`src/rtl/fp8_ctrl_pkg.sv`:
```
// Shared types and constants for the fp8 adder control path.
package fp8_ctrl_pkg;

  // Operand and result byte width.
  localparam int FP8_W = 8;

  // Launch-latency counter width; covers ADD_LATENCY values 0..7.
  localparam int CNT_W = 3;

  // Pin command codes as driven on the cmd pins.
  typedef enum logic [1:0] {
    LOAD_A = 2'b00,
    LOAD_B = 2'b01,
    ADD    = 2'b10,
    ACC    = 2'b11
  } cmd_e;

  // Sequencer states.
  typedef enum logic [1:0] {
    IDLE = 2'b00,
    RUN  = 2'b01,
    DONE = 2'b10
  } state_e;

endpackage : fp8_ctrl_pkg

```
`src/rtl/pin_strobe_sync.sv`:
```
// Two-flop synchronizer followed by a rising-edge detector for an
// asynchronous pin strobe. Produces a single-cycle pulse per pin rise.
// The previous-value flop freezes with ena, so a rise that arrives while
// the design is disabled is reported exactly once after ena returns.
module pin_strobe_sync (
  input  logic clk,
  input  logic rst,
  input  logic ena,
  input  logic pin,
  output logic pulse
);

  logic meta_reg;
  logic sync_reg;
  logic prev_reg;

  // Synchronizer chain keeps tracking the pin even while ena is low.
  always_ff @(posedge clk or posedge rst) begin
    if (rst) begin
      meta_reg <= 1'b0;
      sync_reg <= 1'b0;
    end else begin
      meta_reg <= pin;
      sync_reg <= meta_reg;
    end
  end

  // Previous synchronized level, held while disabled.
  always_ff @(posedge clk or posedge rst) begin
    if (rst) begin
      prev_reg <= 1'b0;
    end else if (ena) begin
      prev_reg <= sync_reg;
    end
  end

  // Pulse is suppressed while disabled; the held prev_reg keeps the edge pending.
  assign pulse = ena & sync_reg & ~prev_reg;

endmodule : pin_strobe_sync

```
`src/rtl/fp8_add_sequencer.sv`:
```
// Command sequencer for the external 8-bit floating-point adder.
// Loads operands from the pins, launches the adder, waits a fixed latency,
// captures the sum and optionally feeds it back as operand A (accumulate).
module fp8_add_sequencer
  import fp8_ctrl_pkg::*;
#(
  parameter int ADD_LATENCY = 1
) (
  input  logic             clk,
  input  logic             rst,
  input  logic             ena,
  input  logic [FP8_W-1:0] data_in,
  input  logic [1:0]       cmd,
  input  logic             strb,
  output logic [FP8_W-1:0] add_a,
  output logic [FP8_W-1:0] add_b,
  output logic             add_go,
  input  logic [FP8_W-1:0] add_sum,
  output logic [FP8_W-1:0] result,
  output logic             busy,
  output logic             done,
  output logic             dropped
);

  // Counter reload value; the counter equals this only in the first RUN cycle.
  localparam logic [CNT_W-1:0] LAT = CNT_W'(ADD_LATENCY);

  logic             cmd_ev;
  cmd_e             cmd_code;

  state_e           state_reg,   state_next;
  logic [CNT_W-1:0] cnt_reg,     cnt_next;
  logic [FP8_W-1:0] a_reg,       a_next;
  logic [FP8_W-1:0] b_reg,       b_next;
  logic [FP8_W-1:0] result_reg,  result_next;
  logic             acc_reg,     acc_next;
  logic             dropped_reg, dropped_next;

  pin_strobe_sync u_strb_sync (
    .clk   (clk),
    .rst   (rst),
    .ena   (ena),
    .pin   (strb),
    .pulse (cmd_ev)
  );

  // cmd is only guaranteed stable around the strobe, so it is decoded only when cmd_ev fires.
  assign cmd_code = cmd_e'(cmd);

  // State, counter, operand and flag registers; everything holds while disabled.
  always_ff @(posedge clk or posedge rst) begin
    if (rst) begin
      state_reg   <= IDLE;
      cnt_reg     <= '0;
      a_reg       <= '0;
      b_reg       <= '0;
      result_reg  <= '0;
      acc_reg     <= 1'b0;
      dropped_reg <= 1'b0;
    end else if (ena) begin
      state_reg   <= state_next;
      cnt_reg     <= cnt_next;
      a_reg       <= a_next;
      b_reg       <= b_next;
      result_reg  <= result_next;
      acc_reg     <= acc_next;
      dropped_reg <= dropped_next;
    end
  end

  // Next-state and datapath update logic.
  always_comb begin
    state_next   = state_reg;
    cnt_next     = cnt_reg;
    a_next       = a_reg;
    b_next       = b_reg;
    result_next  = result_reg;
    acc_next     = acc_reg;
    dropped_next = dropped_reg;

    case (state_reg)
      IDLE: begin
        if (cmd_ev) begin
          case (cmd_code)
            LOAD_A: begin
              a_next       = data_in;
              dropped_next = 1'b0;
            end
            LOAD_B: begin
              b_next = data_in;
            end
            ADD: begin
              state_next = RUN;
              cnt_next   = LAT;
            end
            ACC: begin
              b_next     = data_in;
              acc_next   = 1'b1;
              state_next = RUN;
              cnt_next   = LAT;
            end
            default: begin
              state_next = IDLE;
            end
          endcase
        end
      end

      RUN: begin
        if (cmd_ev) begin
          dropped_next = 1'b1;
        end
        if (cnt_reg == '0) begin
          result_next = add_sum;
          if (acc_reg) begin
            a_next   = add_sum;
            acc_next = 1'b0;
          end
          state_next = DONE;
        end else begin
          cnt_next = cnt_reg - 1'b1;
        end
      end

      DONE: begin
        if (cmd_ev) begin
          dropped_next = 1'b1;
        end
        state_next = IDLE;
      end

      default: begin
        state_next = IDLE;
      end
    endcase
  end

  // Outputs come from registers or the decoded state; the pulses are masked while disabled.
  assign add_a   = a_reg;
  assign add_b   = b_reg;
  assign result  = result_reg;
  assign dropped = dropped_reg;
  assign busy    = (state_reg != IDLE);
  assign add_go  = ena && (state_reg == RUN) && (cnt_reg == LAT);
  assign done    = ena && (state_reg == DONE);

endmodule : fp8_add_sequencer

```
`config.mk`:
```
export PLATFORM = sky130hd
export DESIGN_NAME = fp8_add_sequencer
export DESIGN_NICKNAME = d
export VERILOG_FILES = /design/src/rtl/fp8_ctrl_pkg.sv /design/src/rtl/pin_strobe_sync.sv /design/src/rtl/fp8_add_sequencer.sv
export SDC_FILE = /design/constraint.sdc
export NUM_CORES = 1
export LEC_CHECK = 0
export BUFFER_PORTS_ARGS = -buffer_cell sky130_fd_sc_hd__buf_2
export CAP_MARGIN = 20
export CORE_MARGIN = 4
export CORE_UTILIZATION = 30
export DETAILED_ROUTE_END_ITERATION = 8
export GPL_TIMING_DRIVEN = 0
export PLACE_DENSITY = 0.56
export SYNTH_ARGS = -nofsm -noshare
export SYNTH_HDL_FRONTEND = slang
export SYNTH_SLANG_ARGS = --single-unit
```
`constraint.sdc`:
```
create_clock -name clk -period 2.9 [get_ports clk]
set_clock_uncertainty 0.2 [all_clocks]
set_input_delay 0 -clock clk [delete_from_list [all_inputs] [get_ports clk]]
set_output_delay 0 -clock clk [all_outputs]
set_load 0.05 [all_outputs]
```
# After elaboration in Yosys (flattened, before gate mapping)
# Index checks and enable logic that the tools add are counted.
# op_classes
n_eq_ne,14
n_shift,0
magnitude_cmp,0
add_sub_neg,1
mul,0
div_mod_pow,0
reduce_logical,19
bitwise,3
muxes,21
# op_table
cell,count
2-to-1 mux 8 bit,4
one-hot mux 8 bit (2 select lines),1
AND reduction 5 bit,3
"!= test 2 bit, second input constant",5
2-to-1 mux 3 bit,3
AND reduction 4 bit,2
"== test 2 bit, second input constant",3
2-to-1 mux 1 bit,6
2-to-1 mux 2 bit,3
"!= test 2 x 1 -> 1 bit, second input constant",3
one-hot mux 3 bit (2 select lines),1
AND reduction 6 bit,1
nonzero test 2 bit,3
OR reduction 2 bit,3
"== test 2 x 1 -> 1 bit, second input constant",2
zero test 2 bit,2
one-hot mux 1 bit (2 select lines),2
one-hot mux 2 bit (2 select lines),1
"== test 3 x 1 -> 1 bit, second input constant",1
logical AND 1 bit,3
zero test 3 bit,1
AND reduction 3 bit,1
"subtractor 3 x 1 -> 3 bit, second input constant",1
bitwise AND 1 bit,2
inverter 1 bit,1
# word_totals
in_bits,22
ramBits,0
regBits,34
latch_bits,0
elab_cells,68
output_inout_bits,28
romBits,0
memories,0

# Longest topological paths before layout
# Gate-level depths: netlist of the first run.
# depth
word_depth,5
ltp_mapped,6
ltp_nobuf,6

# By module
# Synthesis of the first run repeated with hierarchy kept, for this count alone.
# hier_totals
cells_unflattened,123
area_unflattened_um2,1624.1
# by_module_without_submodules
module,seq_area_each_um2,instances,area_each_um2,cells_per_inst
fp8_add_sequencer,775.7,1,1520.2,117
pin_strobe_sync,75.1,1,103.8,6

# Worst setup path before layout of the first run
# No wires, ideal clock.
# synth_timing
kind,reg2reg
start,register state_reg[0]
end,"register a_reg[0], in the netlist add_a[0]"
t_required_ns,2.575
setup_time_ns,0.125
arrival_ns,1.836
period_less_slack_ns,2.160
path_slack_ns,0.740
stages_incl_launch_ff,7
n_path_buf,0
cell_sequence,dfrtp_1 > inv_1 > ha_1 > inv_1 > nor3_1 > o221ai_4 > mux2_2
# synth_via
elab_chain_len,3
elab_cells_between_ends,9
classes_between,eq/ne: 5; mux: 1; reduce/logical: 3
# synth_rtl
element,line_no,rtl
"start, declared",fp8_add_sequencer.sv:31,"state_e state_reg, state_next;"
"start signal, assigned",fp8_add_sequencer.sv:61,state_reg <= state_next;
== test 2 x 1 -> 1 bit / zero test 2 bit (equally long branches),fp8_add_sequencer.sv:81,case (state_reg)
"!= test 2 bit (no source line), or another cell as far along",-,
AND reduction 6 bit (no source line),-,
"end signal, assigned",fp8_add_sequencer.sv:63,a_reg <= a_next;
"end, declared",fp8_add_sequencer.sv:33,"logic [FP8_W-1:0] a_reg, a_next;"
# Several ways; a longest one is shown, not always the timed one.
# A chain may end at the register's enable or synchronous reset.

# Final worst setup path of the first run
# layout_timing
start,register state_reg[1]
end,"register result_reg[4], in the netlist result[4]"
# layout_via
elab_chain_len,2
# layout_rtl
element,line_no,rtl
== test 2 x 1 -> 1 bit,fp8_add_sequencer.sv:81,
AND reduction 3 bit (no source line),-,
"end signal, assigned",fp8_add_sequencer.sv:65,result_reg <= result_next;
"end, declared",fp8_add_sequencer.sv:35,"logic [FP8_W-1:0] result_reg, result_next;"
# No other way between the ends.

==> flow_summary.yaml, run 1 <==
clock_network:
  cts_sinks: 34
  cts_tree: "done"
  cts_buffers: 5
  cts_post_setup_buffers_inserted: 0
  ctsResizeCount: 0
  clockBufferDepth: 2
  worstSkewPairLatency_ns: 0.28
  htree_levels: 2
  ctsHoldBuffers: 21
  cts_root_buf: "clkbuf_8"
  clkSlewWorstSetupHoldPaths_ns: 0.06
grt:
  grt_overflow: 0
  grt_pass1_wl_mm: 6.29
  grt_pass1_vias: 1320
  grt_start_max_net_pins: 19
  grt_usage: 0.125
  grt_antenna_before_repair: 0
timing:
  holdWs_ns: 0.151
  min_period_over_period: 0.782
  rsz0062_at_grt: "false"
  period_minus_slack_ns: 2.27
  hold_violations: 0
  worstMarginPinSlew_ns: 0.771
  tns_ns: 0
  fmax_ghz: 0.441
  finalSetupViolCount: 0
  slew_headroom: 0.485
  slew_viol_final: 0
drt:
  via_per_inst: 4.56
  ant_nets: 0
  drt_wl_total_mm: 3.83
  drt_iter0_markers: 24
  drc: 0
  wl_per_cell_um: 14.2
  vias: 1232
  drt-pass1-iter-count: 3
synth:
  yosysMostFrequentCell: "mux2_2"
  synth_warnings: 0
  synth_area_leaders: "dfrtp_1 52%, mux2_2 25%, ha_1 6.1%, o221ai_4 1.6%, a21oi_1 1.5%"
  synth_top_area_share: 0.516
  avgSynthCellArea_um2: 13.4
  synthCells: 123
  synth-edff-count: 0
  synth_top_cell_by_area: "dfrtp_1"
  synthTopCellsByCount: "36 x mux2_2, 34 x dfrtp_1, 8 x ha_1"
  synthArstFlopShare: 1.00
  yosys_register_bits: 34
  synth.distinct_cells: 27
  synth_fp_nets: 153
  syn_area_um2: 1650
  yosys_most_used_dff: "dfrtp_1"
  ys_seq_area_frac: 0.516
floorplanning:
  placementRows: 26
  pin_count: 50
  start_util: 0.317
  die_h_um: 82.1
  die-area_um2: 6750
  die_w_um: 82.1
  core_um2: 5200
run_status:
  outcome: "finished, final reports clean"
pwr:
  p_int_mw: 1.35
  power_mw: 2.69
  ir_drop_mv: 0.814
  p_leak_nw: 1.09
  power_density_nw_per_um2: 1180
  switching_share: 0.499
  combinationalPowerShare: 0.580
  power_switching_mw: 1.34
  p_clk_frac: 0.117
  seqPwrFrac: 0.303
critical_path:
  reg2reg_depth: 5
  timing.rr.end: "result[4]"
  arrival_ns: 2.22
  critPathKind: "reg2reg"
  cp.required_ns: 2.86
  cp-end-kind: "flip-flop"
  critical_path.endpoint: "result[4]"
  r2r_slack_ns: 0.63
  path_max_fanout: 10
  startpoint: "state_reg[1]"
  reg2reg_from: "state_reg[1]"
  crit_path_start_kind: "flip-flop"
hold_path:
  hp-class: "reg2reg"
placement:
  io_buffers: 48
  gp_congestion: 0.752
  dpl_cell_area_um2: 2000
  hpwlAfterDp_mm: 2.87
  place_inst: 242
final_layout:
  stdcell_area_um2: 2290
  stdcell_count: 270
  diodes: 0
  area_growth_pct: 38.9
  final_nets: 230
  drive_above_1_share: 0.495
  fill_cells: 500
job:
  maxCapViolCount: 0
[cells by family (layout without fill, tap and decap cells)]
logic type               Yosys count  after routing  share of synthesized area
buffers and inverters             10             87                     0.0303
multiplexers                      36             36                      0.246
adder cells (fa/ha/maj)            8              8                     0.0607
AND/OR/NAND/NOR                   21             21                     0.0766
AO/OA/AOI/OAI                     14             14                     0.0706
flip-flops                        34             34                      0.516
[critical path, cell delays in order (launching register included)]
cell	delay, ns
dfrtp_1	0.40
inv_1	0.12
ha_1	0.26
buf_2	0.30
nand3_1	0.43
mux2_2	0.42
[placed cells by master, fill, tap and decap left out, drive strengths merged]
cell type / count
a21oi: 5
a22o: 1
and2: 1
and2b: 2
and3: 2
and3b: 1
and4b: 1
buf: 52
clkbuf: 7
dfrtp: 34
dlygate4sd3: 21
ha: 8
inv: 7
mux2: 36
nand2: 5
nand2b: 1
nand3: 1
nand3b: 1
nor2: 1
nor3: 4
nor4b: 1
o21a: 1
o21ai: 4
o221a: 1
o221ai: 2
[how the worst min path moves through the flow]
stage / startpoint / endpoint / slack, ns / cells after the start
after global placement: strb / u_strb_sync.meta_reg / -0.09 / 1
after CTS: u_strb_sync.meta_reg / u_strb_sync.sync_reg / 0.15 / 0
final: u_strb_sync.meta_reg / u_strb_sync.sync_reg / 0.15 / 0
after floorplan: strb / u_strb_sync.meta_reg / -0.17 / 0
after global routing: strb / u_strb_sync.meta_reg / 0.15 / 2
after detailed placement: strb / u_strb_sync.meta_reg / -0.09 / 1
[final cells by class]
cell class	instances	area, um^2	share of cell area
Buffer	3	23.8	0.0104
Clock buffer	7	76.3	0.0333
Inverter	7	26.3	0.0115
Multi-Input combinational cell	79	748	0.327
Sequential cell	34	851	0.371
Tap cell	70	87.6	0.0382
Timing Repair Buffer	70	478	0.209
[layer usage]
layer | wire (um) | GRT usage
met2 | 2070 | 0.234
met1 | 1530 | 0.133
met5 | 0 | 0
met4 | 53 | 0.0449
met3 | 182 | 0.0325
[power groups by stage]
stage	clock network (mW)	registers (mW)	logic, mW
finish	0.315	0.815	1.56
global route	0.351	0.842	1.66
CTS	0.330	0.815	1.58
detailed placement	0	0.821	1.56
global placement	0	0.802	1.52
floorplan	0	1.42	0.587
[through the flow]
step	setup WS, ns	util
2_1_floorplan	0.740	-
3_3_place_gp	0.647	0.380
3_5_place_dp	0.557	0.385
4_1_cts	0.547	0.440
5_1_grt	0.444	0.440
6_report	0.633	0.440
No activity file was read; power rests on OpenSTA's default activity.
==> run 2, diff against run 1 <==
==> constraint.sdc (replaced) <==
create_clock -name clk -period 2.1 [get_ports clk]
set_clock_uncertainty 0.2 [all_clocks]
set_input_delay 0 -clock clk [delete_from_list [all_inputs] [get_ports clk]]
set_output_delay 0 -clock clk [all_outputs]
set_load 0.05 [all_outputs]
==> flow_summary.yaml, run 2 (synthesis results as in run 1) <==
run_status:
  outcome: "finished, final reports clean"
job:
  maxCapViolCount: 0
clock_network:
  cts_root_buf: "clkbuf_8"
  cts_tree: "done"
  worstSkewPairLatency_ns: 0.28
  clockBufferDepth: 2
  cts_buffers: 5
  cts_sinks: 34
  clkSlewWorstSetupHoldPaths_ns: 0.07
  htree_levels: 2
pwr:
  power_switching_mw: 1.95
  p_int_mw: 2.04
  seqPwrFrac: 0.284
  combinationalPowerShare: 0.591
  power_density_nw_per_um2: 1650
  ir_drop_mv: 0.756
  p_leak_nw: 1.14
  p_clk_frac: 0.125
  switching_share: 0.490
critical_path:
  startpoint: "cnt_reg[0]"
  reg2reg_from: "cnt_reg[0]"
  cp-end-kind: "flip-flop"
  critPathMaxStageDelay_ns: 0.35
  worstPathCellList: "inv_1 -> ha_2 -> and2b_2 -> o221a_4 -> o221ai_4 -> buf_12 -> mux2_2"
  path_max_fanout: 8
  arrival_ns: 1.98
  reg2reg_depth: 7
  critical_path.endpoint: "add_a[4]"
  critPathKind: "reg2reg"
  timing.rr.end: "add_a[4]"
  r2r_slack_ns: 0.09
  cp.required_ns: 2.07
  crit_path_start_kind: "flip-flop"
  cpMaxStageDelayCell: "dfrtp_1"
drt:
  wl_per_cell_um: 14.4
  drc: 0
  drt_wl_total_mm: 3.99
  ant_nets: 0
  vias: 1285
  via_per_inst: 4.62
  drt_iter0_markers: 71
  drt-pass1-iter-count: 4
final_layout:
  area_growth_pct: 47.0
  diodes: 0
  stdcell_count: 278
  final_cell_mix: "49 x buf_2, 36 x mux2_2, 33 x dfrtp_1, 21 x dlygate4sd3_1, 7 x buf_4"
  drive_above_1_share: 0.572
  final_nets: 237
  final_common_cell: "buf_2"
timing:
  rsz0062_at_grt: "false"
  finalSetupViolCount: 0
  tns_ns: 0
  worst_slack_ns: 0.0891
  hold_violations: 0
  worstMarginPinSlew_ns: 0.777
  slew_viol_final: 0
  min_period_over_period: 0.958
  slew_headroom: 0.481
  fmax_ghz: 0.497
  period_minus_slack_ns: 2.01
grt:
  grt_pass1_wl_mm: 6.76
  grt_antenna_before_repair: 0
  grt_pass1_vias: 1431
  grt_start_max_net_pins: 19
  grt_usage: 0.132
  grt_overflow: 0
placement:
  io_buffers: 48
  place_inst: 242
  gp_congestion: 0.803
  dp_slack_ns: -0.176
  hpwlAfterDp_mm: 2.84
floorplanning:
  die_h_um: 82.1
  start_util: 0.317
  die-area_um2: 6750
  core_um2: 5200
  placementRows: 26
  pin_count: 50
  die_w_um: 82.1
hold_path:
  hp-class: "reg2reg"
[run 2: changes by cell type in the layout (fill, tap and decap cells not counted), moves of 2 or more]
cell / before / now
clkbuf_1: 2 / 0
buf_4: 1 / 7
ha_4: 0 / 2
inv_1: 6 / 3
ha_1: 8 / 5
inv_2: 1 / 3
clkinvlp_4: 0 / 2
[run 2: critical path, delay by kind of cell, from the launching register on]
family | cells | cell delay [ns]
DFF | 1 | 0.35
AOI/OAI and AO/OA | 2 | 0.34
muxes | 1 | 0.33
buffers and inverters | 2 | 0.25
and+or+nand+nor | 1 | 0.22
adders and majority gates | 1 | 0.20
[run 2: metrics by stage]
step	hold WS, ns	power [mW]	util	cell area [um^2]
after floorplan	-0.169	2.79	-	1660
after global placement	-0.0906	3.24	0.382	1990
after detailed placement	-0.0866	3.31	0.387	2020
after CTS	0.152	3.93	0.455	2370
after global routing	0.156	4.24	0.466	2420
final	0.155	3.99	0.466	2420
[run 2: timing repair]
action,in CTS,in global routing
cloned,0,0
hold buffers,21,0
gates resized for setup,5,5
endpoints found under the setup margin,16,11
pin swaps,1,0
hold endpoints to repair,43,0
setup buffers,2,5
[run 2: worst min path at each step]
| stage | from | endpoint | slack, ns | cells after the start |
|---|---|---|---|---|
| 5_1_grt | u_strb_sync.meta_reg | u_strb_sync.sync_reg | 0.16 | 0 |
| 3_3_place_gp | strb | u_strb_sync.meta_reg | -0.09 | 1 |
| 6_report | u_strb_sync.meta_reg | u_strb_sync.sync_reg | 0.16 | 0 |
| 3_5_place_dp | strb | u_strb_sync.meta_reg | -0.09 | 1 |
| 4_1_cts | strb | u_strb_sync.meta_reg | 0.15 | 2 |
| 2_1_floorplan | strb | u_strb_sync.meta_reg | -0.17 | 0 |
[run 2: cell type report]
type,count,area (um^2)
clock inverters,2,12.5
inverters,7,30.0
plain buffers,3,23.8
flip-flops and latches,34,852
well taps,70,87.6
multi-input cells,79,793
repair buffers,77,543
clock buffers,6,82.6
fillers,485,2780
[run 2: power by group through the flow]
stage                     Clock, mW  Combinational, mW  Sequential [mW]
after detailed placement          0               2.18             1.13
after CTS                     0.524               2.28             1.12
after floorplan                   0              0.829             1.96
after global routing          0.544               2.52             1.17
after global placement            0               2.12             1.11
final                         0.500               2.36             1.13
[run 2: layer usage]
| metal | up-vias | share of wire | GRT usage |
|---|---|---|---|
| met4 | 0 | 0.016 | 0.0598 |
| li1 | 604 | - | - |
| met2 | 32 | 0.52 | 0.225 |
| met3 | 7 | 0.049 | 0.0325 |
| met1 | 642 | 0.41 | 0.157 |
| met5 | - | 0 | 0 |
==> run 3, diff against run 2 <==
--- a/config.mk
+++ b/config.mk
@@ -5,13 +5,15 @@
 export SDC_FILE = /design/constraint.sdc
 export NUM_CORES = 1
 export LEC_CHECK = 0
-export BUFFER_PORTS_ARGS = -buffer_cell sky130_fd_sc_hd__buf_2
+export BUFFER_PORTS_ARGS = -buffer_cell sky130_fd_sc_hd__buf_4
 export CAP_MARGIN = 20
 export CORE_MARGIN = 4
 export CORE_UTILIZATION = 30
+export CTS_BUF_LIST = sky130_fd_sc_hd__clkbuf_4 sky130_fd_sc_hd__clkbuf_8
 export DETAILED_ROUTE_END_ITERATION = 8
 export GPL_TIMING_DRIVEN = 0
 export PLACE_DENSITY = 0.56
+export SLEW_MARGIN = 20
 export SYNTH_ARGS = -nofsm -noshare
 export SYNTH_HDL_FRONTEND = slang
 export SYNTH_SLANG_ARGS = --single-unit
==> flow_summary.yaml, run 3 (synthesis results as in run 1) <==
run_status:
  outcome: "finished, final reports clean"
final_layout:
  stdcell_count: 275
  drive_above_1_share: 0.561
  final_util: 0.481
  diodes: 0
  fill_cells: 476
  final_common_cell: "buf_4"
  final_cell_mix: "52 x buf_4, 36 x mux2_2, 34 x dfrtp_1, 21 x dlygate4sd3_1, 6 x ha_1"
  stdcell_area_um2: 2500
  final_nets: 234
  area_growth_pct: 51.9
placement:
  hpwlAfterDp_mm: 2.76
  dpl_cell_area_um2: 2110
  gp_congestion: 0.797
  place_inst: 241
  dp_slack_ns: -0.205
  io_buffers: 48
timing:
  slew_viol_final: 0
  slew_headroom: 0.515
  worst_slack_ns: 0.0604
  finalSetupViolCount: 0
  holdWs_ns: 0.163
  tns_ns: 0
  fmax_ghz: 0.490
  period_minus_slack_ns: 2.04
  rsz0062_at_grt: "false"
  worstMarginPinSlew_ns: 0.726
  hold_violations: 0
  min_period_over_period: 0.971
drt:
  drt_iter0_markers: 76
  drt_wl_total_mm: 4.20
  drc: 0
  drt-pass1-iter-count: 4
  ant_nets: 0
  vias: 1283
  via_per_inst: 4.67
  wl_per_cell_um: 15.3
floorplanning:
  die_h_um: 82.1
  die_w_um: 82.1
  pin_count: 50
  start_util: 0.317
  core_um2: 5200
  die-area_um2: 6750
  placementRows: 26
clock_network:
  cts_buffers: 5
  worstSkewPairLatency_ns: 0.28
  cts_root_buf: "clkbuf_8"
  cts_sinks: 34
  htree_levels: 2
  cts_tree: "done"
  clockBufferDepth: 2
  clkSlewWorstSetupHoldPaths_ns: 0.07
hold_path:
  hp-class: "reg2reg"
  hold_depth: 0
critical_path:
  crit_path_start_kind: "flip-flop"
  critPathKind: "reg2reg"
  path_max_fanout: 6
  cp.required_ns: 2.07
  reg2reg_depth: 7
  cp-end-kind: "flip-flop"
  arrival_ns: 2.01
pwr:
  power_mw: 4.13
  ir_drop_mv: 1.06
  power_density_nw_per_um2: 1650
  p_leak_nw: 1.15
job:
  maxCapViolCount: 0
grt:
  grt_antenna_before_repair: 0
  grt_pass1_wl_mm: 6.68
  grt_overflow: 0
  grt_pass1_vias: 1392
  grt_start_max_net_pins: 35
  grt_usage: 0.134
## run 3: layer usage
| layer | vias up | global-route usage | part of all wire |
|---|---|---|---|
| met3 | 2 | 0.0423 | 0.053 |
| li1 | 603 | - | - |
| met4 | 0 | 0.0581 | 0.0055 |
| met5 | - | 0 | 0 |
| met2 | 38 | 0.233 | 0.54 |
| met1 | 640 | 0.150 | 0.40 |
## run 3: path summary, 6_finish.rpt
check | end | startpoint | slack [ns]
min in group asynchronous | add_a[6] | rst | 0.20
worst max-delay path | add_a[1] | cnt_reg[0] | 0.06
worst min register to register | u_strb_sync.sync_reg | u_strb_sync.meta_reg | 0.16
worst max register to register | add_a[1] | cnt_reg[0] | 0.06
max in group asynchronous | result[0] | rst | 1.03
worst min-delay path | u_strb_sync.sync_reg | u_strb_sync.meta_reg | 0.16
## run 3: area by class of cell
class                   count  area (um^2)  area share
flip-flops and latches     34          851       0.340
multi-input cells          79          798       0.319
repair buffers             74          624       0.249
well taps                  70         87.6      0.0350
clock buffers               6         76.3      0.0305
inverters                   7         30.0      0.0120
plain buffers               3         23.8     0.00949
clock inverters             2         13.8     0.00549
## run 3: report_power, final
group	internal [mW]	total [mW]	switching (mW)	leakage (nW)
registers	0.953	1.14	0.186	0.414
logic	0.950	2.50	1.55	0.691
clock network	0.247	0.487	0.240	0.0486
## run 3: timing repair
| action | 4_1_cts | 5_1_grt |
|---|---|---|
| endpoints found under the hold margin | 62 | 0 |
| setup buffers | 2 | 3 |
| resized for setup | 6 | 4 |
| hold buffers | 21 | 0 |
| endpoints found under the setup margin | 16 | 16 |
| pin swaps | 1 | 0 |
## run 3: worst max-delay path, stage by stage (launching register included)
cell and delay [ns]:
dfrtp_1 0.35, inv_1 0.08, ha_1 0.23, and2b_2 0.23, o221a_4 0.27, o221ai_4 0.08
buf_12 0.16, mux2_2 0.33
